`src/rtl/unary_add_pkg.sv`:
```
// ---------------------------------------------------------------------------
// unary_add_pkg
//   Shared definitions for the unary accumulator family: the controller state
//   encoding, default parameter values and a parameter legality check.
//   Imported by unary_popcount and unary_add_nmod.
// ---------------------------------------------------------------------------
package unary_add_pkg;

  // Default configuration: two unary lanes summed modulo 6.
  localparam int UA_DEF_N_IN  = 2;
  localparam int UA_DEF_MOD   = 6;
  localparam int UA_DEF_CNT_W = 4;

  // Controller states: wait for start, sum lanes, replay the residue.
  typedef enum logic [1:0] {
    IDLE  = 2'd0,
    ACCUM = 2'd1,
    EMIT  = 2'd2
  } ua_state_t;

  // The modulus must hold at least two values, and the lane count is kept
  // below it so a single sample can wrap the accumulator at most once.
  function automatic bit ua_params_legal(input int mod_v, input int n_in_v);
    return (mod_v >= 2) && (n_in_v >= 1) && (n_in_v <= mod_v - 1);
  endfunction

endpackage

```
`src/rtl/unary_popcount.sv`:
```
// ---------------------------------------------------------------------------
// unary_popcount
//   Combinational count of asserted unary lanes.
//   Ports:
//     lanes_i  [N_IN-1:0]  unary lanes, one unit per asserted bit
//     count_o  [PW-1:0]    number of asserted lanes, PW = $clog2(N_IN+1)
// ---------------------------------------------------------------------------
module unary_popcount
  import unary_add_pkg::*;
#(
  parameter int N_IN = UA_DEF_N_IN,
  localparam int PW  = $clog2(N_IN + 1)
) (
  input  logic [N_IN-1:0] lanes_i,
  output logic [PW-1:0]   count_o
);

  // Simple ripple sum of the lanes; N_IN is small for unary front-ends.
  always_comb begin
    count_o = '0;
    for (int i = 0; i < N_IN; i++) begin
      count_o = count_o + PW'(lanes_i[i]);
    end
  end

endmodule

```
`src/rtl/unary_add_nmod.sv`:
```
// ---------------------------------------------------------------------------
// unary_add_nmod
//   Unary (pulse-count) accumulator: sums N_IN unary lanes modulo MOD during
//   an operation framed by start/last, reports wrap-arounds on carry and a
//   saturating wrap counter, then replays the residue as a unary pulse train
//   on dout and closes with a one-cycle done pulse.
//
//   Configuration macro: UNARY_ADD_SAT_EN
//     defined   -> accumulator clamps at MOD-1, carry is sticky until the
//                  next start, carry_cnt counts overflowing samples
//     undefined -> modulo wrap, carry is a one-cycle pulse per wrap
//
//   Ports:
//     clk        in   1      clock, rising edge
//     rst_n      in   1      asynchronous active-low reset
//     en         in   1      clock enable; 0 freezes state/count/carry_cnt
//     start      in   1      begin an operation (IDLE only)
//     din        in   N_IN   unary lanes, accumulated in ACCUM
//     last       in   1      final din sample of the operation (ACCUM only)
//     busy       out  1      high while not IDLE
//     dout       out  1      unary replay of the residue
//     carry      out  1      wrap / overflow indication
//     carry_cnt  out  CNT_W  wraps seen in the current operation
//     done       out  1      one-cycle pulse at the end of the replay
// ---------------------------------------------------------------------------
module unary_add_nmod
  import unary_add_pkg::*;
#(
  parameter int N_IN  = UA_DEF_N_IN,
  parameter int MOD   = UA_DEF_MOD,
  parameter int CNT_W = UA_DEF_CNT_W
) (
  input  logic             clk,
  input  logic             rst_n,
  input  logic             en,
  input  logic             start,
  input  logic [N_IN-1:0]  din,
  input  logic             last,
  output logic             busy,
  output logic             dout,
  output logic             carry,
  output logic [CNT_W-1:0] carry_cnt,
  output logic             done
);

  localparam int CW = $clog2(MOD);
  localparam int PW = $clog2(N_IN + 1);

  // Constants pre-sized to the accumulator arithmetic width.
  localparam logic [CW:0]   MOD_S   = (CW + 1)'(MOD);
  localparam logic [CW-1:0] MAX_CNT = CW'(MOD - 1);

  // Refuse to elaborate with a configuration that could wrap twice a cycle.
  if (!ua_params_legal(MOD, N_IN) || (CNT_W < 1)) begin : g_bad_params
    $error("unary_add_nmod: illegal parameters MOD=%0d N_IN=%0d CNT_W=%0d",
           MOD, N_IN, CNT_W);
  end

  ua_state_t        state_q,     state_d;
  logic [CW-1:0]    count_q,     count_d;
  logic [CNT_W-1:0] carry_cnt_q, carry_cnt_d;
  logic             dout_q,      dout_d;
  logic             carry_q,     carry_d;
  logic             done_q,      done_d;

  logic [PW-1:0]    pop;
  logic [CW:0]      sum;
  logic             ovf;

  unary_popcount #(
    .N_IN (N_IN)
  ) u_popcount (
    .lanes_i (din),
    .count_o (pop)
  );

  // One extra bit keeps count+pop exact so the wrap test cannot alias.
  assign sum = {1'b0, count_q} + (CW + 1)'(pop);
  assign ovf = (sum >= MOD_S);

  // Next-state logic. Nothing advances without en; the one-cycle outputs
  // (dout, done and the carry pulse) default low so they drop while frozen.
  always_comb begin
    state_d     = state_q;
    count_d     = count_q;
    carry_cnt_d = carry_cnt_q;
    dout_d      = 1'b0;
    done_d      = 1'b0;
`ifdef UNARY_ADD_SAT_EN
    carry_d     = carry_q;
`else
    carry_d     = 1'b0;
`endif

    if (en) begin
      case (state_q)
        IDLE: begin
          if (start) begin
            state_d     = ACCUM;
            count_d     = '0;
            carry_cnt_d = '0;
            carry_d     = 1'b0;
          end
        end

        ACCUM: begin
          if (ovf) begin
`ifdef UNARY_ADD_SAT_EN
            count_d = MAX_CNT;
`else
            count_d = CW'(sum - MOD_S);
`endif
            carry_d     = 1'b1;
            carry_cnt_d = (carry_cnt_q == {CNT_W{1'b1}}) ? carry_cnt_q
                                                         : carry_cnt_q + 1'b1;
          end else begin
            count_d = CW'(sum);
          end
          // The last sample is still folded in before the replay begins.
          if (last) begin
            state_d = EMIT;
          end
        end

        EMIT: begin
          // Count the residue down one pulse per cycle; an empty residue
          // finishes immediately.
          if (count_q != '0) begin
            dout_d  = 1'b1;
            count_d = count_q - 1'b1;
          end else begin
            done_d  = 1'b1;
            state_d = IDLE;
          end
        end

        default: begin
          state_d = IDLE;
        end
      endcase
    end
  end

  // Controller state and all outputs live in one register bank; reset
  // aborts any operation immediately, discarding a pending replay.
  always_ff @(posedge clk or negedge rst_n) begin
    if (!rst_n) begin
      state_q     <= IDLE;
      count_q     <= '0;
      carry_cnt_q <= '0;
      dout_q      <= 1'b0;
      carry_q     <= 1'b0;
      done_q      <= 1'b0;
    end else begin
      state_q     <= state_d;
      count_q     <= count_d;
      carry_cnt_q <= carry_cnt_d;
      dout_q      <= dout_d;
      carry_q     <= carry_d;
      done_q      <= done_d;
    end
  end

  assign busy      = (state_q != IDLE);
  assign dout      = dout_q;
  assign carry     = carry_q;
  assign carry_cnt = carry_cnt_q;
  assign done      = done_q;

endmodule

```
`config.mk`:
```
export PLATFORM = sky130hd
export DESIGN_NAME = unary_add_nmod
export DESIGN_NICKNAME = d
export VERILOG_FILES = /design/src/rtl/unary_add_pkg.sv /design/src/rtl/unary_popcount.sv /design/src/rtl/unary_add_nmod.sv
export SDC_FILE = /design/constraint.sdc
export NUM_CORES = 1
export LEC_CHECK = 0
export CAP_MARGIN = 0
export CORE_UTILIZATION = 36
export DETAILED_ROUTE_END_ITERATION = 12
export GPL_TIMING_DRIVEN = 0
export PLACE_DENSITY = 0.56
export SLEW_MARGIN = 0
export SYNTH_ARGS = -nofsm -noshare
export SYNTH_HDL_FRONTEND = slang
export SYNTH_SLANG_ARGS = --single-unit
```
`constraint.sdc`:
```
create_clock -name clk -period 2.4 [get_ports clk]
set_clock_uncertainty 0.2 [all_clocks]
set_input_delay 0.48 -clock clk [delete_from_list [all_inputs] [get_ports clk]]
set_output_delay 0.48 -clock clk [all_outputs]
set_load 0.01 [all_outputs]
```
Word-level counts from Yosys, hierarchy flattened
Cells that the tools add are included.
Widths: inputs -> output; s select.

storage, ports and cells
  register bits after elaboration = 12
  output and inout bits = 8
  logic and storage cells = 50

cells by class
  $add $sub $neg = 5
  magnitude comparators = 1
  equality and inequality tests = 9
  muxes and demuxes = 21
  reductions and logical operators = 8

operators with widths
  operator             number
  $mux 4               3
  $ne 2x2->1 const B   6
  $mux 1               9
  $mux 3               3
  $pmux 3 s3           1
  $pmux 4 s2           1
  $reduce_and 4->1     2
  $mux 2               3
  $pmux 2 s3           1
  $reduce_bool 3->1    2
  $reduce_and 5->1     1
  $add 3x2->4          1
  $add 4x1->4 const B  1
  $eq 4x4->1 const B   1
  $ge 4x3->1 const B   1
  $reduce_bool 2->1    2
  $sub 3x1->3 const B  1
  $sub 3x3->3 const B  1
  $add 1x1->2          1
  $eq 2x1->1 const B   1
  $eq 2x2->1 const B   1
  $logic_not 2->1      1

Longest topological paths before layout
Gate-level depths: netlist of run 1.

  word-level depth = 6
  mapped depth = 8
  mapped depth without buffers = 8

By module
Synthesis of run 1 repeated with hierarchy kept, for this count alone.

unflattened totals
  cell total of the unflattened synthesis = 100
  area, all modules = 912.1 um2

by module, submodules not included
  module          instances  cells an instance  area an instance (um2)  sequential area each (um2)
  unary_add_nmod  1          99                 899.6                   300.3
  unary_popcount  1          1                  12.5                    0.0

Least setup slack after synthesis of run 1
OpenSTA, ideal clock, no wires.

  kind = in2reg
  from = input port din[0]
  to = register carry_cnt_q[3], in the netlist carry_cnt[3]
  arrival time = 1951 ps
  data required time = 2079 ps
  setup slack = 128 ps
  stages on the path = 8
  path buffers = 0
  cell sequence = inv_1 -> fa_1 -> inv_1 -> ha_1 -> a21oi_1 -> a31oi_2 -> and3_1 -> o22a_1

on the way
  word-level cells in the longest chain between the ends = 5

ends and longest elaborated chain
  element                            line                   text
  start: declaration                 unary_add_nmod.sv:37   input logic [N_IN-1:0] din,
  $add 1x1->2                        unary_popcount.sv:22   count_o = count_o + PW'(lanes_i[i]);
  $add 3x2->4                        unary_add_nmod.sv:78   assign sum = {1'b0, count_q} + (CW + 1)'(pop);
  $ge 4x3->1                         unary_add_nmod.sv:79   assign ovf = (sum >= MOD_S);
  $ne 2x2->1 (no source line)        -
  $reduce_and 5->1 (no source line)  -
  end signal: assignment             unary_add_nmod.sv:157  carry_cnt_q <= carry_cnt_d;
  end: declaration                   unary_add_nmod.sv:61   logic [CNT_W-1:0] carry_cnt_q, carry_cnt_d;

No other way between the ends.
A chain may end at the register's enable or synchronous reset.

Final worst setup path of run 1
  from = register state_q[0]
  to = output port busy

on the way
  word-level cells in the longest chain between the ends = 1

ends and longest elaborated chain
  element                   line                   text
  start: declaration        unary_add_nmod.sv:59   ua_state_t state_q, state_d;
  start signal: assignment  unary_add_nmod.sv:155  state_q <= state_d;
  $reduce_bool 2->1         unary_add_nmod.sv:164  assign busy = (state_q != IDLE);
  end: declaration          unary_add_nmod.sv:39   output logic busy,

No other way between the ends.

==> impl_metrics.ini, run 1 <==
[critical_path]
end_kind = output port
path_cells = inv_1, ha_1, inv_1, clkdlybuf4s50_1
cp.arrival_ps = 1580
cp_slowest_stage_delay_ps = 520
cp_common_cell = inv_1
cp_data_required_time_ps = 1720
critPathSlowestCell = clkdlybuf4s50_1
critPathMaxFanout = 4
rrSetupSlack_ps = 300
critical_path_class = flip-flop to output port
critPathLaunchType = flip-flop

[global_routing]
grt_pass1_vias = 731
antenna_found_initial = 0
grt_use_total_pct = 15.5
grt_pass1_wl_mm = 3.14
grt_overflow_total = 0
grt_max_degree = 13

[logic_synthesis]
syn_inst = 99
synthArstFlopShare_pct = 100
synthesis.area_um2 = 910
syn_area_per_cell_um2 = 9.19
synth-main-ff-cell = dfrtp_1
synth-seq-cells = 12
post-synth-top-area-fraction_pct = 33.0
syn-num-nets = 116
yosysSeqAreaShare_pct = 33.0
yosys-top-cells-area = dfrtp_1 (33%), ha_1 (12%), inv_1 (5.4%)
synth_edf_count = 0
synth.largest_area_cell = dfrtp_1
yosys_warnings = 0
synth.distinct_cells = 38

[route]
wl_mm = 1.81
drc_errors = 0
first_iter_violations = 23
vias_per_cell = 5.18
drtPass1Iterations = 4
ant_nets = 0
via_count = 756
wire_per_inst_um = 12.4

[clocking]
clock_latency_ps = 260
cts_tree = yes
cts_htree_levels = 1
clk_pin_slew_ps = 80
cts_sinks = 12
clockBufferDepth = 2
postCtsHoldBufs = 0
numCtsBuffers = 3
root_buffer = clkbuf_4

[timing]
worst_slack_ps = 138
setup_tns_ps = 0
finalHoldViolations = 0
slew_headroom_pct = 61.4
slew_viol_final = 0
finalSetupViolations = 0
fin_crit_ps = 2260
timing.fmax_ghz = 0.442
tightestPinTransition_ps = 577
rsz0062_at_grt = false
min_period_over_period_pct = 94.3
hold_ws_ps = 347

[layout]
final_layout_size_suffix_gt1_share_pct = 16.9
utilization_pct = 51.3
fillers = 228
areaGrowthSynthToFinish_pct = 29.6
mostFrequentLayoutCells = nand2_1 (12), dfrtp_1 (12), clkdlybuf4s50_1 (12)
fin_cells = 146
layout.nets = 137
n_antenna_cell = 0
final_area_um2 = 1180

[die]
start_util_pct = 39.6
ios = 15
fp.dieW_um = 52.3
fp.dieH_um = 52.3
coreArea_um2 = 2300
die-area_um2 = 2730
fp-row-count = 17

[place]
gp_congestion = 0.757
numPortBuffers = 14
dpl-instance-area_um2 = 1080
dp_hpwl_mm = 1.34
pre_cts_ws_ps = -488
placedCellCount = 141

[hold_path]
min_path_type = flip-flop to flip-flop

[power]
ir_drop_mv = 0.553
p_leak_nw = 0.548
p_per_area_nw_per_um2 = 979
p_total_mw = 1.15

[run_status]
status = completed

[flow_run]
cap_violations = 0
repair_timing:
action / CTS / global route
gates resized for setup: 8 / 5
pin swaps: 3 / 5
buffers inserted: 0 / 2
endpoints found under the setup margin: 6 / 5
metal layers:
layer  part of all wire, %  track usage [%]
met3                   3.8             1.74
met5                     0                0
met2                    45             25.2
met4                  0.77             6.58
met1                    51             20.8
synthesized netlist by cell type (2+ instances only):
cell      instances
o211ai_1          3
ha_1              9
and3_1            5
a21oi_1           3
mux2i_1           3
o21ai_1           3
nand2_1          12
nor2_1            6
nand2b_1          2
nand3b_1          2
inv_1            13
dfrtp_1          12
power breakdown:
| group | switching (mW) | leakage [nW] | internal (mW) |
|---|---|---|---|
| registers | 0.0572 | 0.159 | 0.260 |
| clock network | 0.0649 | 0.0138 | 0.0579 |
| logic | 0.377 | 0.375 | 0.337 |
| total | 0.499 | 0.548 | 0.655 |
final cells by class:
| class | count | area, µm² | area share, % |
|---|---|---|---|
| multi-input cells | 71 | 596 | 50.5 |
| flip-flops and latches | 12 | 300 | 25.5 |
| repair buffers | 16 | 160 | 13.6 |
| inverters | 14 | 52.6 | 4.46 |
| well taps | 28 | 35.0 | 2.97 |
| clock buffers | 3 | 22.5 | 1.91 |
| plain buffers | 2 | 12.5 | 1.06 |
sequential cells by signal (all words and copies together) (netlist names):
name and flops:
carry 1, carry_cnt 4, count_q 3, done 1
dout 1, state_q 2
kinds of logic (layout without fill, tap and decap cells):
group	after synthesis	count (layout)	synth area share [%]
muxes	5	5	6.19
adders and majority gates	10	10	14.6
buffers and inverters	16	35	7.15
AOI/OAI and AO/OA	20	20	16.6
and+or+nand+nor	36	36	22.4
DFF	12	12	33.0
critical path, delay by kind of cell (launching register included):
family | cells | cell delay (ps)
buffers and inverters | 3 | 680
flip-flops | 1 | 400
adder cells (fa/ha/maj) | 1 | 240
final timing paths:
path / end / depth (start not counted) / from
worst max-delay path: busy / 4 / state_q[0]
worst min-delay path: count_q[0] / 2 / count_q[0]
worst max register to register: carry_cnt[1] / 8 / count_q[0]
worst min register to register: count_q[0] / 2 / count_q[0]
max in group asynchronous: carry / 1 / rst_n
min in group asynchronous: carry_cnt[0] / 1 / rst_n
Note: power is estimated with default switching activity, not from simulation.
==> inputs of run 2 (changes only) <==
--- a/config.mk
+++ b/config.mk
@@ -6,10 +6,13 @@
 export NUM_CORES = 1
 export LEC_CHECK = 0
 export CAP_MARGIN = 0
+export CELL_PAD_IN_SITES_DETAIL_PLACEMENT = 1
+export CELL_PAD_IN_SITES_GLOBAL_PLACEMENT = 1
 export CORE_UTILIZATION = 36
 export DETAILED_ROUTE_END_ITERATION = 12
+export DONT_BUFFER_PORTS = 1
 export GPL_TIMING_DRIVEN = 0
-export PLACE_DENSITY = 0.56
+export PLACE_DENSITY = 0.6
 export SLEW_MARGIN = 0
 export SYNTH_ARGS = -nofsm -noshare
 export SYNTH_HDL_FRONTEND = slang
==> impl_metrics.ini, run 2 (synthesized netlist as in run 1, its figures left out) <==
[route]
drtPass1Iterations = 5
via_count = 722
wl_mm = 1.95
first_iter_violations = 8
drc_errors = 0
ant_nets = 0
wire_per_inst_um = 14.8
vias_per_cell = 5.47

[power]
p_total_mw = 1.10
p_per_area_nw_per_um2 = 1070
p_leak_nw = 0.481
ir_drop_mv = 0.391

[critical_path]
critPathLaunchType = flip-flop
end_kind = flip-flop
critPathMaxFanout = 7
reg2regPathDepth = 8
cp.arrival_ps = 2210
cp_data_required_time_ps = 2370
critical_path_class = flip-flop to flip-flop

[layout]
regArea_um2 = 300
mostFrequentLayoutCells = inv_1 (13), nand2_1 (12), dfrtp_1 (12)
final_layout_size_suffix_gt1_share_pct = 14.4
n_antenna_cell = 0
areaGrowthSynthToFinish_pct = 12.7
final_common_cell = inv_1
fillers = 272
utilization_pct = 44.6
layout.nets = 122
multi_input_area_um2 = 578
final_area_um2 = 1020
largest_reg_flops = 4

[die]
coreArea_um2 = 2300
start_util_pct = 39.6
ios = 15
fp.dieH_um = 52.3
fp.dieW_um = 52.3
die-area_um2 = 2730
fp-row-count = 17

[timing]
min_period_over_period_pct = 93.5
slew_headroom_pct = 62.3
finalSetupViolations = 0
fin_crit_ps = 2240
slew_viol_final = 0
rsz0062_at_grt = false
tightestPinTransition_ps = 564
finalHoldViolations = 0
timing.fmax_ghz = 0.445

[global_routing]
antenna_found_initial = 0
grt_max_degree = 13
grt_pass1_wl_mm = 3.35
grt_pass1_vias = 760
grt_use_total_pct = 16.7
grt_overflow_total = 0

[hold_path]
holdPathStages = 2
min_path_type = input pin to flip-flop

[clocking]
cts_sinks = 12
root_buffer = clkbuf_4
cts_tree = yes
cts_htree_levels = 1
post-cts-setup-buffer-count = 0
clockBufferDepth = 2
numCtsBuffers = 3
clock_latency_ps = 280
clk_pin_slew_ps = 90

[place]
numPortBuffers = 0
dp_hpwl_mm = 1.50
gp_congestion = 0.768
dpl-instance-area_um2 = 945

[run_status]
status = completed

[flow_run]
cap_violations = 0
## run 2: cell types whose count changed in the layout (fill, tap and decap cells not counted), moves of 2 or more
cell	change
clkdlybuf4s50_1	-12
inv_2	-3
buf_4	-2
dlymetal6s2s_1	-2
inv_1	+3
## run 2: report_power, final
part | internal [mW] | switching, mW
registers | 0.260 | 0.0725
clock network | 0.0923 | 0.0774
logic | 0.244 | 0.351
total | 0.596 | 0.501
## run 2: what timing repair did
action | 4_1_cts | 5_1_grt
resized for setup | 0 | 5
setup endpoints to repair | 0 | 4
endpoints found under the hold margin | 12 | 0
hold buffers | 1 | 0
## run 2: final cells by class
cell class	count	share of cell area, %
buffer	2	1.22
clock buffer	4	3.54
inverter	14	5.13
multi-input combinational	71	56.4
sequential	12	29.3
tap	28	3.42
timing repair buffer	1	0.977
## run 2: final timing paths
check                      slack, ps           end  startpoint
max                              160  carry_cnt[3]  count_q[0]
min                              110          dout          en
max reg2reg                      160  carry_cnt[3]  count_q[0]
min reg2reg                      340    count_q[0]  count_q[0]
max in group asynchronous       1210  carry_cnt[3]       rst_n
min in group asynchronous        420    state_q[0]       rst_n
## run 2: through the flow
stage	cells	setup WS (ps)	TNS [ps]	hold slack, ps
global route	132	1.04	0	110
detailed placement	127	-48.8	-48.8	-15.3
global placement	127	-15.5	-15.5	-15.3
finish	132	155	0	106
CTS	132	40.2	0	102
floorplan	99	128	0	-15.6
## run 2: routing by layer
layer / vias to the layer above / global-route usage [%] / wire length (µm)
met4: 0 / 7.02 / 36
met1: 341 / 20.4 / 956
li1: 356 / - / -
met5: - / 0 / 0
met2: 20 / 27.8 / 872
met3: 5 / 3.77 / 84
## run 2: worst max-delay path, cell delays in order, from the launching register on
cell and delay (ps):
dfrtp_1 410, inv_1 110, fa_1 220, inv_1 50
ha_2 410, nand2b_2 130, a31oi_4 250, a41oi_1 150
o22a_1 200
==> inputs of run 3 (changes only) <==
--- a/config.mk
+++ b/config.mk
@@ -13,6 +13,7 @@
 export DONT_BUFFER_PORTS = 1
 export GPL_TIMING_DRIVEN = 0
 export PLACE_DENSITY = 0.6
+export SKIP_LAST_GASP = 1
 export SLEW_MARGIN = 0
 export SYNTH_ARGS = -nofsm -noshare
 export SYNTH_HDL_FRONTEND = slang
==> results of run 3 <==
Same layout as run 2: the final DEF is identical, and so are final timing and power.
==> patch: new RTL, flow settings as in run 1 <==
Add an input register stage for `en`, `start`, `din` and `last`, without a reset; this delays them by one clock. Comments in the files are not updated.
--- a/src/rtl/unary_add_nmod.sv
+++ b/src/rtl/unary_add_nmod.sv
@@ -50,6 +50,18 @@
   localparam logic [CW:0]   MOD_S   = (CW + 1)'(MOD);
   localparam logic [CW-1:0] MAX_CNT = CW'(MOD - 1);
 
+  logic en_q;
+  logic start_q;
+  logic [N_IN-1:0] din_q;
+  logic last_q;
+
+  always_ff @(posedge clk) begin
+    en_q    <= en;
+    start_q <= start;
+    din_q   <= din;
+    last_q  <= last;
+  end
+
   // Refuse to elaborate with a configuration that could wrap twice a cycle.
   if (!ua_params_legal(MOD, N_IN) || (CNT_W < 1)) begin : g_bad_params
     $error("unary_add_nmod: illegal parameters MOD=%0d N_IN=%0d CNT_W=%0d",
@@ -70,7 +82,7 @@
   unary_popcount #(
     .N_IN (N_IN)
   ) u_popcount (
-    .lanes_i (din),
+    .lanes_i (din_q),
     .count_o (pop)
   );
 
@@ -92,10 +104,10 @@
     carry_d     = 1'b0;
 `endif
 
-    if (en) begin
+    if (en_q) begin
       case (state_q)
         IDLE: begin
-          if (start) begin
+          if (start_q) begin
             state_d     = ACCUM;
             count_d     = '0;
             carry_cnt_d = '0;
@@ -117,7 +129,7 @@
             count_d = CW'(sum);
           end
           // The last sample is still folded in before the replay begins.
-          if (last) begin
+          if (last_q) begin
             state_d = EMIT;
           end
         end
Function: changed (a bounded check fails within 4 cycles, from zero or initial values and one cycle with rst_n low).
==> patch against run 1 <==
Worst setup slack worse by 0.0022 ns; cell area increased by 3.7%; total power increased by 11%; synthesized area rose by 11%; sequential cell count rose by 5; first-iteration DRC count fell by 39%; wire length is 7.4% higher; count of clock-buffer cells in the layout up 1.
==> patch: results (changes against run 1) <==
synth cell count leaders = dfrtp_1, inv_1, nand2_1, ha_1, dfxtp_1
Slew HR = 0.602 (-0.0116)
Total GRT Usage = 0.153 (-0.00287)
cts bufs inserted = 3 (unchanged)
global placement routability congestion = 0.837 (+10%)
largest net degree at the start of global routing = 13 (unchanged)
WL per Instance = 12.9 um (+4.5%)
synthesized net count = 118 (+1.7%)
YS warnings = 0 (unchanged)
synth unique cells = 39 (+2.6%)
first-pass GRT wire length = 3130 um (-0.22%)
period utilization = 0.944 (about the same)
layout cells sized above 1 = 0.133 (-0.0362)
VDD IR max = 0.585 mV (+5.7%)
vias per cell = 5.31 (+2.6%)
initial drt markers = 14 (-39%)
Initial DRT Pass Iterations = 4 (unchanged)
internal power consumption = 743 uW (+13%)
outcome = finished clean
Clock Latency Late Sink = 0.29 ns (+0.03 ns)
vias in the first global route = 706 (-3.4%)
leakage power = 0.000563 uW (+2.8%)
Clk pin slew, worst setup/hold paths = 0.10 ns (+0.02 ns)
H-tree Lvls = 1 (unchanged)
initial antenna violation count = 0 (unchanged)
ys async rst share = 0.706 (-0.294)
Filler Cell Count = 258 (+13%)
top cells by area, synth = dfrtp_1, ha_1, dfxtp_1
[patch: routing by layer]
layer / global-route usage / share of wire / wire, um / vias up
met2: 0.249 / 0.47 / 917 / 21
met5: 0 / 0 / 0 / -
met4: 0.0708 / 0.0067 / 13 / 0
li1: - / - / - / 395
met3: 0.0355 / 0.043 / 83 / 2
met1: 0.189 / 0.48 / 927 / 379
[patch: area by class of cell]
type	count	area, um^2	share of cell area
Tap cell	30	37.5	0.0307
Clock buffer	4	26.3	0.0215
Multi-Input combinational cell	70	547	0.447
Timing Repair Buffer	15	148	0.121
Buffer	2	18.8	0.0154
Sequential cell	17	400	0.328
Inverter	12	45.0	0.0368
[patch: per-stage QoR]
step / worst slack, ns / cells / instance area (um^2) / hold slack [ns] / utilization
after floorplan: 0.354 / 101 / 1010 / -0.0156 / -
after global placement: 0.200 / 145 / 1190 / 0.271 / 0.462
after detailed placement: 0.180 / 145 / 1190 / 0.272 / 0.462
after CTS: 0.0887 / 149 / 1210 / 0.297 / 0.472
after global routing: 0.0282 / 150 / 1220 / 0.334 / 0.476
final: 0.135 / 150 / 1220 / 0.289 / 0.476
[patch: power by group through the flow]
stage | Sequential, uW | Clock [uW] | Combinational, uW
2_1_floorplan | 413 | 0 | 506
3_3_place_gp | 412 | 0 | 696
3_5_place_dp | 415 | 0 | 703
4_1_cts | 409 | 168 | 705
5_1_grt | 417 | 179 | 810
6_report | 407 | 155 | 719
[patch: cells by family after synthesis]
family	synth area share
flops	0.397
fa+ha+maj	0.132
mux	0.0521
compound gates	0.176
buf+inv	0.0633
simple gates	0.180
[patch: worst min-delay path: cells and delay by family (launching register included)]
kind,cells,cell delay (ns)
flops,1,0.35
simple gates,1,0.04
compound gates,1,0.06
[patch: repair_timing]
| item | 4_1_cts | 5_1_grt |
|---|---|---|
| gates resized for setup | 0 | 1 |
| setup endpoints to repair | 0 | 4 |
| setup buffers | 0 | 1 |
[patch: path summary, 6_finish.rpt]
check	from	endpoint	slack, ns	depth (start not counted)
setup / recovery	state_q[1]	busy	0.14	4
hold / removal	count_q[0]	count_q[0]	0.29	2
setup reg to reg	count_q[0]	carry_cnt[3]	0.18	8
hold reg to reg	count_q[0]	count_q[0]	0.29	2
max in group asynchronous	rst_n	count_q[2]	1.26	1
min in group asynchronous	rst_n	done	0.36	1
